===== config.mk =====
export PLATFORM = sky130hd
export DESIGN_NAME = multi_alarm_clock
export DESIGN_NICKNAME = d
export VERILOG_FILES = /design/src/rtl/clock_pkg.sv /design/src/rtl/bcd_mod_cnt.sv /design/src/rtl/multi_alarm_clock.sv
export SDC_FILE = /design/constraint.sdc
export NUM_CORES = 1
export LEC_CHECK = 0
export BUFFER_PORTS_ARGS = -buffer_cell sky130_fd_sc_hd__buf_4
export CORE_UTILIZATION = 60
export DETAILED_ROUTE_END_ITERATION = 10
export PLACE_DENSITY = 0.85
export RECOVER_POWER = 25
export SYNTH_ARGS = -nofsm -noshare
export SYNTH_HDL_FRONTEND = slang
export SYNTH_SLANG_ARGS = --single-unit

===== constraint.sdc =====
create_clock -name clk -period 7.4 [get_ports clk]
set_clock_uncertainty 0.15 [all_clocks]
set_input_delay 0.37 -clock clk [delete_from_list [all_inputs] [get_ports clk]]
set_output_delay 0.37 -clock clk [all_outputs]
set_load 0.1 [all_outputs]

===== src/rtl/clock_pkg.sv =====
// Shared types, state encoding and BCD helpers for the multi-alarm clock.
package clock_pkg;

  typedef logic [3:0] bcd_digit_t;

  typedef struct packed {
    bcd_digit_t hh_shi;
    bcd_digit_t hh_ge;
    bcd_digit_t mm_shi;
    bcd_digit_t mm_ge;
    bcd_digit_t ss_shi;
    bcd_digit_t ss_ge;
  } hhmmss_t;

  typedef struct packed {
    bcd_digit_t hh_shi;
    bcd_digit_t hh_ge;
    bcd_digit_t mm_shi;
    bcd_digit_t mm_ge;
  } hhmm_t;

  typedef enum logic [1:0] {
    ST_IDLE   = 2'd0,
    ST_RING   = 2'd1,
    ST_SNOOZE = 2'd2
  } alarm_state_t;

  localparam logic [7:0] BCD_59 = 8'h59;
  localparam logic [7:0] BCD_23 = 8'h23;

  // BCD ordering matches numeric ordering once both digits are valid.
  function automatic logic bcd_pair_ok(input logic [7:0] pair, input logic [7:0] max_val);
    logic ok;
    ok = (pair[7:4] <= 4'd9) && (pair[3:0] <= 4'd9) && (pair <= max_val);
    return ok;
  endfunction

  // Returns {pm, hh12} for a valid 24h BCD hour.
  function automatic logic [8:0] hours_12h(input logic [7:0] hh24);
    logic [4:0] bin;
    logic [4:0] rem;
    logic [8:0] res;
    bin = (5'(hh24[7:4]) * 5'd10) + 5'(hh24[3:0]);
    rem = 5'd0;
    if (bin == 5'd0) begin
      res = {1'b0, 8'h12};
    end else if (bin < 5'd12) begin
      res = {1'b0, hh24};
    end else if (bin == 5'd12) begin
      res = {1'b1, 8'h12};
    end else begin
      rem = bin - 5'd12;
      if (rem >= 5'd10) begin
        res = {1'b1, 4'd1, 4'(rem - 5'd10)};
      end else begin
        res = {1'b1, 4'd0, 4'(rem)};
      end
    end
    return res;
  endfunction

endpackage


===== src/rtl/bcd_mod_cnt.sv =====
// Two-digit BCD counter that wraps to 00 after MAX_VAL; load has priority over inc.
module bcd_mod_cnt
  import clock_pkg::*;
#(
  parameter logic [7:0] MAX_VAL = BCD_59
) (
  input  logic       clk,
  input  logic       rst_n,
  input  logic       inc,
  input  logic       load,
  input  logic [7:0] load_val,
  output logic [7:0] q,
  output logic [7:0] nxt,
  output logic       carry
);

  logic [7:0] cnt_q;
  logic [7:0] cnt_d;

  // Next-count and wrap carry
  always_comb begin
    cnt_d = cnt_q;
    carry = 1'b0;
    if (load) begin
      cnt_d = load_val;
    end else if (inc) begin
      if (cnt_q == MAX_VAL) begin
        cnt_d = 8'h00;
        carry = 1'b1;
      end else if (cnt_q[3:0] == 4'd9) begin
        cnt_d = {cnt_q[7:4] + 4'd1, 4'd0};
      end else begin
        cnt_d = {cnt_q[7:4], cnt_q[3:0] + 4'd1};
      end
    end else begin
      cnt_d = cnt_q;
    end
  end

  // Count register
  always_ff @(posedge clk or negedge rst_n) begin
    if (!rst_n) begin
      cnt_q <= 8'h00;
    end else begin
      cnt_q <= cnt_d;
    end
  end

  assign q   = cnt_q;
  assign nxt = cnt_d;

endmodule


===== src/rtl/multi_alarm_clock.sv =====
// 24h BCD real-time clock with N alarm slots, a ring/snooze/idle alarm FSM
// and a 12h/24h display formatter.
module multi_alarm_clock
  import clock_pkg::*;
#(
  parameter int  CLK_DIV    = 50_000_000,
  parameter int  N_ALARMS   = 4,
  parameter int  RING_SECS  = 60,
  parameter int  SNOOZE_MIN = 5,
  localparam int IW         = (N_ALARMS > 1) ? $clog2(N_ALARMS) : 1
) (
  input  logic          clk,
  input  logic          rst_n,
  input  logic          set_time_valid,
  input  logic [23:0]   set_time_bcd,
  input  logic          alarm_wr,
  input  logic [IW-1:0] alarm_idx,
  input  logic [15:0]   alarm_hhmm,
  input  logic          alarm_en,
  input  logic          snooze,
  input  logic          dismiss,
  input  logic          mode_12h,
  output logic [23:0]   time_bcd,
  output logic [23:0]   disp_bcd,
  output logic          pm,
  output logic          sec_tick,
  output logic          ring,
  output logic [IW-1:0] ring_idx,
  output logic          set_err
);

  localparam int PW          = (CLK_DIV > 2) ? $clog2(CLK_DIV) : 1;
  localparam int SNOOZE_SECS = SNOOZE_MIN * 60;
  localparam int CNT_MAX     = (RING_SECS > SNOOZE_SECS) ? RING_SECS : SNOOZE_SECS;
  localparam int CW          = $clog2(CNT_MAX + 1);
  localparam logic [PW-1:0] PRE_LAST = PW'(CLK_DIV - 1);

  logic [PW-1:0]       pre_q, pre_d;
  logic                sec_tick_q, sec_tick_d;
  logic                set_err_q, set_err_d;
  alarm_state_t        state_q, state_d;
  logic [CW-1:0]       cnt_q, cnt_d;
  logic [IW-1:0]       ring_idx_q, ring_idx_d;
  logic                ring_q, ring_d;
  hhmm_t               slot_hhmm_q [N_ALARMS];
  hhmm_t               slot_hhmm_d [N_ALARMS];
  logic [N_ALARMS-1:0] slot_en_q, slot_en_d;

  hhmmss_t    set_s;
  hhmm_t      wr_s;
  logic       tick_s, set_ok_s, load_time_s, adv_s;
  logic       idx_ok_s, wr_ok_s, wr_bad_s, disarm_s;
  logic       new_minute_s, match_s;
  logic [IW-1:0] match_idx_s;
  logic [7:0] sec_q_s, min_q_s, hour_q_s;
  logic [7:0] sec_nxt_s, min_nxt_s, hour_nxt_s;
  logic       sec_carry_s, min_carry_s, day_wrap_unused_s;
  logic [8:0] h12_s;

  assign set_s = hhmmss_t'(set_time_bcd);
  assign wr_s  = hhmm_t'(alarm_hhmm);

  assign tick_s      = (pre_q == PRE_LAST);
  assign set_ok_s    = bcd_pair_ok({set_s.hh_shi, set_s.hh_ge}, BCD_23)
                    && bcd_pair_ok({set_s.mm_shi, set_s.mm_ge}, BCD_59)
                    && bcd_pair_ok({set_s.ss_shi, set_s.ss_ge}, BCD_59);
  assign load_time_s = set_time_valid && set_ok_s;
  // A legal set consumes a coincident tick.
  assign adv_s       = tick_s && !load_time_s;

  if (N_ALARMS == (1 << IW)) begin : g_idx_full
    assign idx_ok_s = 1'b1;
  end else begin : g_idx_part
    assign idx_ok_s = (alarm_idx < IW'(N_ALARMS));
  end

  assign wr_ok_s  = alarm_wr && idx_ok_s
                 && bcd_pair_ok({wr_s.hh_shi, wr_s.hh_ge}, BCD_23)
                 && bcd_pair_ok({wr_s.mm_shi, wr_s.mm_ge}, BCD_59);
  assign wr_bad_s = alarm_wr && !wr_ok_s;
  assign disarm_s = wr_ok_s && !alarm_en && (alarm_idx == ring_idx_q);

  bcd_mod_cnt #(.MAX_VAL(BCD_59)) u_sec (
    .clk      (clk),
    .rst_n    (rst_n),
    .inc      (adv_s),
    .load     (load_time_s),
    .load_val ({set_s.ss_shi, set_s.ss_ge}),
    .q        (sec_q_s),
    .nxt      (sec_nxt_s),
    .carry    (sec_carry_s)
  );

  bcd_mod_cnt #(.MAX_VAL(BCD_59)) u_min (
    .clk      (clk),
    .rst_n    (rst_n),
    .inc      (sec_carry_s),
    .load     (load_time_s),
    .load_val ({set_s.mm_shi, set_s.mm_ge}),
    .q        (min_q_s),
    .nxt      (min_nxt_s),
    .carry    (min_carry_s)
  );

  bcd_mod_cnt #(.MAX_VAL(BCD_23)) u_hour (
    .clk      (clk),
    .rst_n    (rst_n),
    .inc      (min_carry_s),
    .load     (load_time_s),
    .load_val ({set_s.hh_shi, set_s.hh_ge}),
    .q        (hour_q_s),
    .nxt      (hour_nxt_s),
    .carry    (day_wrap_unused_s)
  );

  // Prescaler and registered pulse outputs
  always_comb begin
    pre_d = pre_q;
    if (load_time_s || tick_s) begin
      pre_d = {PW{1'b0}};
    end else begin
      pre_d = pre_q + PW'(1);
    end
    sec_tick_d = (pre_d == PRE_LAST);
    set_err_d  = (set_time_valid && !set_ok_s) || wr_bad_s;
  end

  // Alarm slot writes
  always_comb begin
    slot_en_d = slot_en_q;
    for (int i = 0; i < N_ALARMS; i++) begin
      if (wr_ok_s && (alarm_idx == IW'(i))) begin
        slot_hhmm_d[i] = wr_s;
        slot_en_d[i]   = alarm_en;
      end else begin
        slot_hhmm_d[i] = slot_hhmm_q[i];
      end
    end
  end

  // Match against the time about to be entered; descending scan leaves the lowest index.
  always_comb begin
    new_minute_s = adv_s && (sec_nxt_s == 8'h00);
    match_s      = 1'b0;
    match_idx_s  = {IW{1'b0}};
    for (int i = N_ALARMS - 1; i >= 0; i--) begin
      if (slot_en_q[i] && ({hour_nxt_s, min_nxt_s} == slot_hhmm_q[i])) begin
        match_s     = new_minute_s;
        match_idx_s = IW'(i);
      end else begin
        match_s     = match_s;
      end
    end
  end

  // Alarm FSM next state
  always_comb begin
    state_d    = state_q;
    cnt_d      = cnt_q;
    ring_idx_d = ring_idx_q;
    case (state_q)
      ST_IDLE: begin
        if (match_s) begin
          state_d    = ST_RING;
          ring_idx_d = match_idx_s;
          cnt_d      = CW'(RING_SECS);
        end else begin
          state_d    = ST_IDLE;
        end
      end
      ST_RING: begin
        if (dismiss || load_time_s || disarm_s) begin
          state_d = ST_IDLE;
        end else if (snooze) begin
          state_d = ST_SNOOZE;
          cnt_d   = CW'(SNOOZE_SECS);
        end else if (adv_s) begin
          if (cnt_q <= CW'(1)) begin
            state_d = ST_IDLE;
          end else begin
            cnt_d   = cnt_q - CW'(1);
          end
        end else begin
          state_d = ST_RING;
        end
      end
      ST_SNOOZE: begin
        if (dismiss || load_time_s || disarm_s) begin
          state_d = ST_IDLE;
        end else if (adv_s) begin
          if (cnt_q <= CW'(1)) begin
            state_d = ST_RING;
            cnt_d   = CW'(RING_SECS);
          end else begin
            cnt_d   = cnt_q - CW'(1);
          end
        end else begin
          state_d = ST_SNOOZE;
        end
      end
      default: begin
        state_d = ST_IDLE;
      end
    endcase
    ring_d = (state_d == ST_RING);
  end

  // Control and slot registers
  always_ff @(posedge clk or negedge rst_n) begin
    if (!rst_n) begin
      pre_q       <= {PW{1'b0}};
      sec_tick_q  <= 1'b0;
      set_err_q   <= 1'b0;
      state_q     <= ST_IDLE;
      cnt_q       <= {CW{1'b0}};
      ring_idx_q  <= {IW{1'b0}};
      ring_q      <= 1'b0;
      slot_hhmm_q <= '{default: hhmm_t'(16'h0000)};
      slot_en_q   <= {N_ALARMS{1'b0}};
    end else begin
      pre_q       <= pre_d;
      sec_tick_q  <= sec_tick_d;
      set_err_q   <= set_err_d;
      state_q     <= state_d;
      cnt_q       <= cnt_d;
      ring_idx_q  <= ring_idx_d;
      ring_q      <= ring_d;
      slot_hhmm_q <= slot_hhmm_d;
      slot_en_q   <= slot_en_d;
    end
  end

  assign h12_s    = hours_12h(hour_q_s);
  assign time_bcd = {hour_q_s, min_q_s, sec_q_s};
  assign disp_bcd = mode_12h ? {h12_s[7:0], min_q_s, sec_q_s} : time_bcd;
  assign pm       = mode_12h && h12_s[8];
  assign sec_tick = sec_tick_q;
  assign set_err  = set_err_q;
  assign ring     = ring_q;
  assign ring_idx = ring_idx_q;

endmodule


* After elaboration in Yosys (flattened, before gate mapping)
Index checks and enable logic that the tools add are counted.
Word-level totals: bits in registers 134, latch bits 0, RAM bits 0, memory bits (read-only) 0, input port bits 50, output and inout port bits 54, word-level logic and storage cells 181, memories kept 0
Cells by class: add/subtract/negate cells 11, multipliers 1, divide/modulo/power cells 0, order comparisons 18, equal/unequal tests 26, shifts and indexed selects 0, mux-type cells 50, bitwise gates (word level) 0, reductions and logical operators 45
Operators with widths (number):
- $mux 8 | 12
- $mux 9 | 10
- $eq 16x16->1 | 4
- $eq 26x26->1 const B | 2
- $le 4x4->1 const B | 10
- $logic_and 1x1->1 | 30
- $pmux 9 s3 | 1
- $add 26x1->26 const B | 1
- $mux 26 | 1
- $add 4x1->4 const B | 6
- $le 8x7->1 const B | 3
- $mux 24 | 1
- $mux 2 | 11
- $eq 8x7->1 const B | 2
- $le 8x6->1 const B | 2
- $eq 4x4->1 const B | 3
- $mux 1 | 11
- $mux 5 | 2
- $le 9x1->1 const B | 1
- $sub 9x1->9 const B | 1
- $eq 8x6->1 const B | 1
- $logic_not 8->1 | 1
- $ne 2x2->1 const B | 4
- $reduce_and 7->1 | 1
- 18 further kinds | 30

* Depth between registers and ports, before layout
Gate-level depths: netlist of run 1.
depth in word-level cells 23, gate-level depth with buffers 16, mapped depth without buffers 14

* By module
A second synthesis of run 1 with hierarchy kept.
Unflattened totals: cells, all modules 783, area, all modules 8021.4 um^2
By module, submodules not included:
- multi_alarm_clock | times used 1, cells an instance 611, area each 6381.1 um^2, sequential area each 2752.6 um^2
- bcd_mod_cnt (u_min ...) | times used 2, cells an instance 59, area each 546.8 um^2, sequential area each 200.2 um^2
- bcd_mod_cnt (u_hour) | times used 1, cells an instance 54, area each 546.8 um^2, sequential area each 200.2 um^2

* Worst setup path after synthesis of run 1
No wires, ideal clock.
path kind reg2out, from reg u_hour.cnt_q[4] (netlist: u_hour.q[4]), to out disp_bcd[18], arrival time 4484 ps, required time 6880 ps, path slack 2396 ps, cell stages (with the launch flop) 12, cells stage by stage dfrtp_1 -> ha_1 -> ha_1 -> xor2_1 -> inv_1 -> ha_1 -> and3_1 -> o31ai_1 -> nand2_1 -> a41oi_1 -> inv_1 -> o22ai_1
Between the ends: longest elaborated chain between the ends 9, elaborated cells on any way between the ends 13, those cells by class add/sub: 3; mul: 1; order compare: 2; eq/ne: 1; mux: 5; reduce/logical: 1
Ends and longest elaborated chain:
- start, declared | line bcd_mod_cnt.sv:17 | logic [7:0] cnt_q;
- start signal, assigned | line bcd_mod_cnt.sv:45 | cnt_q <= cnt_d;
- $mul 4x3->4 * | line clock_pkg.sv:43 | bin = (5'(hh24[7:4]) * 5'd10) + 5'(hh24[3:0]);
- $add 5x4->5 * | line clock_pkg.sv:43
- $sub 5x4->5 | line clock_pkg.sv:52 | rem = bin - 5'd12;
- $sub 4x4->4 or $ge 5x4->1 (tied branches) | line clock_pkg.sv:54, clock_pkg.sv:53
- $mux 5 | line clock_pkg.sv:53 | if (rem >= 5'd10) begin
- $mux 5 | line clock_pkg.sv:49 | end else if (bin == 5'd12) begin
- $mux 9 | line clock_pkg.sv:47 | end else if (bin < 5'd12) begin
- $mux 9 * | line clock_pkg.sv:45 | if (bin == 5'd0) begin
- $mux 24 * | line multi_alarm_clock.sv:235 | assign disp_bcd = mode_12h ? {h12_s[7:0], min_q_s, sec_q_s} : time_bcd;
- end, declared | line multi_alarm_clock.sv:24 | output logic [23:0] disp_bcd,
Every way passes the cells marked *; elsewhere a longest branch is shown, timed or not.

* Worst setup path in the final report of run 1
from reg pre_q[24], to reg cnt_q[0]
Between the ends: longest elaborated chain between the ends 16, elaborated cells on any way between the ends 30, those cells by class eq/ne: 8; mux: 14; reduce/logical: 8
Ends and longest elaborated chain:
- start, declared | line multi_alarm_clock.sv:38 | logic [PW-1:0] pre_q, pre_d;
- start signal, assigned | line multi_alarm_clock.sv:211 | pre_q <= {PW{1'b0}};
- start signal, assigned | line multi_alarm_clock.sv:221 | pre_q <= pre_d;
- $eq 26x26->1 * | line multi_alarm_clock.sv:63 | assign tick_s = (pre_q == PRE_LAST);
- $logic_and 1x1->1 * | line multi_alarm_clock.sv:69 | assign adv_s = tick_s && !load_time_s;
- $mux 1 * | line bcd_mod_cnt.sv:26 | end else if (inc) begin
- $mux 1 * | line bcd_mod_cnt.sv:24 | if (load) begin
- $mux 1 * | line bcd_mod_cnt.sv:26
- $mux 1 * | line bcd_mod_cnt.sv:24
- $mux 8 * | line bcd_mod_cnt.sv:26
- $mux 8 * | line bcd_mod_cnt.sv:24
- named net hour_nxt_s[1] | line multi_alarm_clock.sv:56 | logic [7:0] sec_nxt_s, min_nxt_s, hour_nxt_s;
- $eq 16x16->1 | line multi_alarm_clock.sv:147 | if (slot_en_q[i] && ({hour_nxt_s, min_nxt_s} == slot_hhmm_q[i])) begin
- $logic_and 1x1->1 | line multi_alarm_clock.sv:147
- $mux 1 (3 in a row) | line multi_alarm_clock.sv:147
- $mux 1 * | line multi_alarm_clock.sv:147
- $ne 2x2->1 (no source line) *
- $reduce_and 7->1 (no source line) *
- end signal, assigned | line multi_alarm_clock.sv:215 | cnt_q <= {CW{1'b0}};
- end signal, assigned | line multi_alarm_clock.sv:225 | cnt_q <= cnt_d;
- end, declared | line multi_alarm_clock.sv:42 | logic [CW-1:0] cnt_q, cnt_d;
Mark *: on every way through the listed nets, which the timed path passes. The rest lies on a longest branch. A chain may end at the register's enable or synchronous reset.

==> summary by stage, run 1 <==
Finish
After the last flow step, the layout net total stands at 1023. The area growth from synthesis to layout is 16.28%. Across the whole layout, storage elements account for 3353 sq um. The final cell utilization of the core is 0.7240.

The filler cell count is about 1000. The number of standard cells in the final layout excluding fillers is about 1100. 0 antenna diodes ended up in the layout. In the final layout, the share of cells above drive strength 1 is 0.2171. Summing all multi-input logic gate instances after layout gives roughly 4700 sq um.

STA
Hold timing on the final database bottoms out at a slack of -0.3147 ps. For the pin with the worst max-slew slack, the measured transition is 3579 ps. Setup repair after global routing left no endpoint under its margin. The max-slew violation count is 67. In the finished design, the share of the clock period the worst path needs comes to 0.6731.

Setup violations remaining at the end of the flow were counted as 0. The worst pin sits at a relative slew slack of -1.386. The final total negative setup slack is 0 ps. The final critical path time including I/O delays and setup is approximately 5000 ps.

The number of failing hold endpoints at the final stage is 1. The upper clock frequency limit is between 200 and 250 MHz.

Global route
The global-route usage over all layers is 0.3377. The number of antenna violations at the first check in global routing is 0. The wire length of the first global-routing pass is around 37000 microns.

The total grt overflow is 0. The number of global-route vias before repair was slightly above 7000. The largest net degree at the start of global routing is 70.

The most crowded layer after global routing is met2. The met2 usage in global routing is 0.5449. The global-route met3 utilization is 0.06939.

In the global route stage, met1 resource usage came out at 0.4442.

Worst hold path
The min-delay analysis places its worst path in the category input pin to flip-flop. The worst hold path was traced through 3 stages.

Synthesis
The cell count after synthesis came out at 858. For this run, the register share of the synthesized area comes to 0.4004. The synthesized design contains 0 enable-type register cells.

The synthesized netlist net count is 936. Yosys printed 0 warnings. The unique cell type count in the Yosys netlist is between 80 and 90. Counting flops with an async set or reset pin after synthesis yields a share of 1.000.

After synthesis, the mean cell area works out to around 10 sq um. The mapped netlist covers about 8400 sq um. The dominant synthesized flop cell is sky130_fd_sc_hd__dfrtp_1.

The count of state elements after synthesis is 134.

CTS
No sink is reached through more buffers than the 2 on the longest clock path. Clock-pin slew was measured on the worst setup and hold paths at approximately 60 ps. CTS built an H-tree with a depth of 4. The number of post-CTS setup repair buffers is 0.

The clock tree from TritonCTS is built. The total clock sinks is around 130. The clock root buffer is sky130_fd_sc_hd__clkbuf_16. In this run, CTS created clock tree buffers numbering 17. The worst-skew pair later-pin latency is approximately 430 ps.

Flow run
Across the run, the number of max-cap violations was 1.

Setup path
The signal on the critical path passes through and4bb_1 > nand4_1 > nor4_2 > nand3_1 > a31oi_1 > xor2_1 > nor4b_1 > nand4_1 > a41oi_4 > o21a_1 > mux2_4. The standard cell with the maximum stage delay on the critical path is sky130_fd_sc_hd__nor4_2. The highest cell delay on the worst timing path is roughly 630 ps. The largest fanout on the critical path is 12. The cell family contributing the most delay on the critical path is simple AND/OR/NAND/NOR gates. The startpoint type of the worst setup path is a flip-flop. By startpoint and endpoint, the worst setup path is classified as flip-flop to flip-flop.

The worst setup path is captured at a flip-flop. Among the stages of the critical path, the cell type that occurs most often is sky130_fd_sc_hd__nand4_1. At the worst endpoint, the required time is 7560 ps. The cell depth of the worst setup path is 11. Counting cells, the worst reg-to-reg path comes to 11. Data on the critical path arrives at its endpoint at 5140 ps. The combined buffer and inverter count along the critical path is 0.

Pwr
IR analysis of the VDD net gives a maximum drop of a little over 0.2 mV. Power spread over the standard cell area amounts to roughly 240 nW/um^2. For this design the static power due to leakage is about 4.4 nW.

Place
The global placement routability congestion is about 1.0. The count of buffers from port buffering is between 100 and 150. The cell count after placement is 1101. Detailed placement finished with a half-perimeter wire length of between 15000 and 20000 microns.

Routing
Summing over every cut layer, the via total after detailed routing is around 7400. The final routed wire length divided by cell count is 20.64 microns. The count of unresolved DRC violations after routing is 0. After the first detailed-routing iteration, the DRC count stood at about 670. Dividing the detail-routed via count by the number of cells gives about 6.5. For this block, the routed nets add up to ~23000 microns of wire.

Before antenna repair, the detailed router went through 5 iterations. The remaining antenna violation count after routing is 0.

Floorplanning
In this run the standard cell core region covers between 10000 and 15000 sq um. The top-level I/O count is around 100. The die extent in y is ~120 microns. Row generation in the floorplan step produced 42 rows. The die is about 120 microns wide. The area of the die is 14440 sq um.

The initial core utilization is 0.6226.

Outcome
The checks that failed: negative hold slack, max-capacitance violations, max-slew violations. The flow ran to the end, but the final reports show violations.
-- cell type report --
type / instances / share of cell area
repair buffers: 108 / 0.07734
well taps: 176 / 0.02261
inverters: 35 / 0.01349
clock buffers: 18 / 0.04406
flip-flops and latches: 134 / 0.3443
multi-input cells: 649 / 0.4803
clock inverters: 14 / 0.01786
-- worst register-to-register path, stage by stage (launching register included) --
cell and delay, ps:
sky130_fd_sc_hd__dfrtp_1 430, sky130_fd_sc_hd__and4bb_1 320, sky130_fd_sc_hd__nand4_1 530, sky130_fd_sc_hd__nor4_2 630, sky130_fd_sc_hd__nand3_1 200, sky130_fd_sc_hd__a31oi_1 560
sky130_fd_sc_hd__xor2_1 160, sky130_fd_sc_hd__nor4b_1 390, sky130_fd_sc_hd__nand4_1 280, sky130_fd_sc_hd__a41oi_4 400, sky130_fd_sc_hd__o21a_1 470, sky130_fd_sc_hd__mux2_4 340
-- registers in the layout (all words and copies together), names as in the netlist --
signal	count
slot_hhmm_q	64
pre_q	26
cnt_q	9
u_hour.q	8
u_min.q	8
u_sec.q	8
slot_en_q	4
ring_idx	2
state_q	2
ring	1
sec_tick	1
set_err	1
-- report_power, final --
part	total, W	internal, W	switching, W
sequential	0.000861	0.000789	0.0000723
combinational	0.000650	0.000194	0.000456
clock	0.000874	0.000533	0.000341
-- Yosys cell counts (all sizes together) (12+ instances only) --
library cell | number | area share
dfrtp | 134 | 0.40
nor2 | 75 | 0.034
mux2 | 59 | 0.081
nand2 | 59 | 0.026
xor2 | 42 | 0.044
o21ai | 38 | 0.023
xnor2 | 37 | 0.039
inv | 35 | 0.016
nor3 | 28 | 0.019
ha | 27 | 0.040
a21oi | 26 | 0.016
buf | 26 | 0.021
nand3 | 23 | 0.014
nand4 | 23 | 0.021
nor4 | 21 | 0.020
a31oi | 14 | 0.010
clkbuf | 14 | 0.0063
or3 | 14 | 0.010
nor2b | 13 | 0.0097
and3 | 12 | 0.0090
-- final timing paths --
path                                 from              to  slack [ps]
worst max-delay path            pre_q[24]        cnt_q[0]        2420
worst min-delay path             alarm_wr         set_err        -0.3
worst max register to register  pre_q[24]        cnt_q[0]        2420
worst min register to register   pre_q[0]        pre_q[0]         340
max in group asynchronous           rst_n  slot_hhmm_q[9]        3250
min in group asynchronous           rst_n       pre_q[21]        1540
-- what timing repair did --
action,CTS,global route
endpoints found under the hold margin,65,0
hold buffers,1,0
resized for setup,0,0
-- cells by family after synthesis --
logic type,count (synthesis),synth area share
xor gates and xnor gates,80,0.08530
DFF,134,0.4004
adders and majority gates,28,0.04272
muxes,65,0.08829
AOI/OAI and AO/OA,155,0.1262
buffers and inverters,75,0.04302
and+or+nand+nor,321,0.2141
-- through the flow --
step                      setup WS (ps)  power (W)  cell area, sq um
final                              2419   0.002385              9739
after global routing               2200   0.002466              9739
after CTS                          2591   0.002383              9803
after detailed placement           2228   0.001514              9190
after global placement             2309   0.001502              9190
after floorplan                    2396   0.001348              8376
-- layer usage --
layer	part of all wire	wire length, microns
met1	0.41	9547
met2	0.48	11160
met4	0.032	748
met5	0	0
met3	0.084	1955
-- cell usage in the layout (no fill, tap or decap), drive strengths merged, types with 28 or more instances in the layout --
master  Yosys  final
nor3       28     28
inv        35     39
mux2       59     59
xor2       42     42
nor2       75     75
buf        26     91
xnor2      37     37
clkbuf     14     34
nand2      59     59
dfrtp     134    134
o21ai      38     38
Note: power is estimated with default switching activity, not from simulation.
==> inputs of run 2 (changes only) <==
Settings changed: ABC_AREA from default to 1.
Clock period 7.4 ns to 4.66 ns, I/O delays scaled along.
==> run 2 against run 1 <==
Effect of this change:
- the flow finishes with violations (design-rule violations, max-capacitance violations, max-slew violations)
- non-clock buffer count up 20
- first-iteration DRC count up 31%
- largest cell class unchanged
- largest power group is now sequential cells
- design area up 7.8%
- worst hold slack better by 50 ps
- die area up 6.0%
==> summary by stage, run 2 <==
Place
Once placement finished, the instance area stood at 9704 sq um. The total half-perimeter wirelength after legalization and detailed placement is approximately 18000 microns. OpenSTA, run right after detailed placement, puts the worst setup slack at ~1100 ps. The congestion estimate from routability-driven global placement came to about 1.0.

Port buffering added about 100 buffers.

STA
For the pin with the worst max-slew slack, the measured transition is 2504 ps. The max-slew violation count is around 100. In the finished design, the share of the clock period the worst path needs comes to 0.8391. The final count of negative-setup-slack endpoints is 0.

The upper clock frequency limit is 255.7 MHz. The number of failing hold endpoints at the final stage was 0. The final critical path time including I/O delays and setup is roughly 3900 ps. Setup repair after global routing left no endpoint under its margin. The tightest hold path in the finished design has a slack of between 40 and 50 ps. The worst slew slack as a fraction of its limit is -0.6690. Setup slack on the critical path of the routed design comes to around 750 ps.

Routing
The top routing layer in use is met4. The routed design uses ~1600 microns of met3 wire. The final route contains ~8500 vias. The violation count after the first detailed-route iteration is ~900. The final routed wire length divided by cell count is 15.47 microns. After detailed routing, the total wire length is roughly 24000 microns. After detailed routing, the met2 layer carries approximately 11000 microns of wire. The number of iterations in the first detailed-routing pass is 9. Once detail routing completed, the nets flagged for antenna violations numbered 0.

After detailed routing, the wire length on met1 is 10500 microns. In the routed design, unresolved DRC markers number 1. The via density per instance is 5.470.

Synthesis
For this run, the register share of the synthesized area comes to 0.3771. By count the netlist is led by sky130_fd_sc_hd__nand2_1, sky130_fd_sc_hd__inv_1, sky130_fd_sc_hd__dfrtp_1, sky130_fd_sc_hd__nor2_1, sky130_fd_sc_hd__nand3_1. Of the post-synthesis cell area, the dominant cell type holds 0.3771.

Yosys printed 0 warnings. The post-synthesis instance area is between 8000 and 9000 sq um. The number of instances in the synthesized netlist is 1252. The most numerous cell in the Yosys netlist is sky130_fd_sc_hd__nand2_1. The synthesized netlist net count is around 1300. Ranked by total cell area, the synthesized netlist is headed by sky130_fd_sc_hd__dfrtp_1, sky130_fd_sc_hd__nand2_1, sky130_fd_sc_hd__inv_1. After synthesis, the share of flip-flops with an asynchronous set or reset is 1.000. Summed over all instances, the cell type with the most area after synthesis is sky130_fd_sc_hd__dfrtp_1. The synthesized design contains between 100 and 150 register bits. The average instance in the mapped netlist occupies 7.101 sq um. The netlist uses 53 different library cells. The dominant synthesized flop cell is sky130_fd_sc_hd__dfrtp_1. Yosys mapped a number of flops with a built-in enable equal to 0.

Global route
The number of antenna violations at the first check in global routing is 0. The total grt overflow is 0. The first global-routing pass estimated between 30000 and 40000 microns of wire.

The number of global-route vias before repair was just over 8000. The largest net degree at the start of global routing is slightly above 100. The global-route usage over all layers is 0.3356.

CTS
The post-cts repair resize count is 0. The clock transition at the registers of the reported paths is approximately 60 ps. The worst-skew pair later-pin latency is 420 ps. The clock net in this run drives a total of around 130 sinks. The largest buffer count on any clock path is 2. The number of post-CTS setup repair buffers is 0. TritonCTS created 17 clock buffers. The level count of the clock H-tree is 4. The clock root buffer is sky130_fd_sc_hd__clkbuf_16.

TritonCTS built the clock tree. Hold repair after CTS inserted 21 buffers.

Pwr
For this design the ratio of total power to cell area is around 380 nW/um^2. Summed over all cells, the static leakage comes to around 5.5 nW. VDD sags by at most about 0.28 mV. The total power is between 0.003 and 0.004 W.

Setup path
The worst reg2reg path startpoint is u_min.q[1]. The data arrival at the endpoint of the critical path is approximately 3500 ps. The capturing element type of the critical path is an output port. The worst setup path is launched from a flip-flop. The register-to-register setup slack is 1150 ps. Along the worst path, the maximum fanout reaches 7.

The worst flop-to-flop path endpoint is cnt_q[8]. The worst register-to-register path has a depth of 21. The critical path class is flip-flop to output port. At the worst endpoint, the required time is about 4300 ps.

Finish
In the final layout, the multi-input gates occupy approximately 4600 sq um. The register with the most flip-flops in the layout has 64 of them. The footprint of the flip-flops and latches is between 3000 and 4000 sq um. The number of antenna diodes in the final layout is 0.

The final-stage net count is 1440. The library cells used most frequently in the layout, excluding fill and tap cells, are sky130_fd_sc_hd__nand2_1, sky130_fd_sc_hd__inv_1, sky130_fd_sc_hd__dfrtp_1. The largest registers in the layout are slot_hhmm_q: 64 flops, pre_q: 26 flops, cnt_q: 9 flops. The share of cells above drive strength 1 is 0.1615.

The filler cells instantiated in the layout total 1130. The register with the most flip-flops in the final layout is slot_hhmm_q. The area growth from synthesis to layout is 18.11%.

Leaving out fill and tap cells, the most frequent cell in the layout is sky130_fd_sc_hd__nand2_1. The post-layout instance area is 10500 sq um.

Worst hold path
The classification of the worst-slack hold path is input pin to flip-flop. The critical hold path startpoint is alarm_en. Counting instances, the worst hold path has a depth of 3. The end point of the worst hold path is slot_en_q[1].

Floorplanning
The area of the die is 15310 sq um. The row count is 44. The area of the core region is 14480 sq um.

Measured along the y axis, the die boundary spans 123.7 microns. The initial core utilization is 0.6141. The top-level I/O count is 104. The die width is between 100 and 150 microns.

Outcome
The flow ran to the end, but the final reports show violations. The final reports fail on design-rule violations, max-capacitance violations, max-slew violations.

Flow run
Across the run, the number of max-cap violations was 1.
-- run 2: cell count changes in the layout (fill, tap and decap cells not counted), moves of 20 or more --
| cell | previous run | this run |
|---|---|---|
| sky130_fd_sc_hd__dlygate4sd3_1 | 1 | 21 |
| sky130_fd_sc_hd__inv_1 | 34 | 175 |
| sky130_fd_sc_hd__mux2_2 | 55 | 0 |
| sky130_fd_sc_hd__nand2_1 | 59 | 347 |
| sky130_fd_sc_hd__nand2_2 | 0 | 20 |
| sky130_fd_sc_hd__nand3_1 | 22 | 85 |
| sky130_fd_sc_hd__nor2_1 | 75 | 123 |
| sky130_fd_sc_hd__o21ai_0 | 36 | 84 |
| sky130_fd_sc_hd__xnor2_1 | 37 | 9 |
| sky130_fd_sc_hd__xor2_1 | 42 | 18 |
-- run 2: stage by stage --
stage / setup TNS (ps) / utilization / cells
5_1_grt: 0 / 0.7253 / 1559
6_report: 0 / 0.7253 / 1559
4_1_cts: 0 / 0.7265 / 1559
3_3_place_gp: 0 / 0.6702 / 1506
3_5_place_dp: 0 / 0.6702 / 1506
2_1_floorplan: -328.0 / - / 1252
-- run 2: kinds of logic after synthesis --
family / synth area share
compound gates: 0.08514
buf+inv: 0.1089
flops: 0.3771
xor+xnor: 0.02660
fa+ha+maj: 0.04025
simple gates: 0.3619
-- run 2: cell type report --
cell class,count,share of cell area
Clock buffer,22,0.04611
Inverter,192,0.06875
Timing Repair Buffer,128,0.09520
Tap cell,184,0.02192
Clock inverter,10,0.01144
Multi-Input combinational cell,889,0.4373
Sequential cell,134,0.3193
-- run 2: worst max path at each step --
stage	start	endpoint
floorplan	u_hour.q[4]	disp_bcd[19]
global placement	set_time_bcd[9]	cnt_q[0]
detailed placement	set_time_bcd[9]	cnt_q[6]
CTS	u_hour.q[1]	disp_bcd[18]
global route	u_hour.q[1]	disp_bcd[18]
finish	u_hour.q[1]	disp_bcd[18]
-- run 2: routing by layer --
layer	global-route usage	vias up
met4	0.1242	0
met3	0.05723	58
met2	0.5431	370
li1	-	4186
met1	0.4513	3914
met5	0	-
-- run 2: power by group --
part / internal [W] / switching [W] / total (W)
logic: 0.000344 / 0.000905 / 0.00125
registers: 0.00126 / 0.000107 / 0.00137
clock network: 0.000846 / 0.000509 / 0.00136
-- run 2: critical path, cell delays in order (launching register included) --
cell,delay (ps)
sky130_fd_sc_hd__dfrtp_1,470
sky130_fd_sc_hd__ha_1,270
sky130_fd_sc_hd__fa_1,390
sky130_fd_sc_hd__or2_2,300
sky130_fd_sc_hd__nand2_1,130
sky130_fd_sc_hd__inv_1,80
sky130_fd_sc_hd__ha_1,210
sky130_fd_sc_hd__xor2_1,160
sky130_fd_sc_hd__a31oi_1,150
sky130_fd_sc_hd__inv_1,80
sky130_fd_sc_hd__nor2_1,160
sky130_fd_sc_hd__inv_1,100
sky130_fd_sc_hd__o21ai_0,250
sky130_fd_sc_hd__o22ai_2,100
sky130_fd_sc_hd__buf_4,270
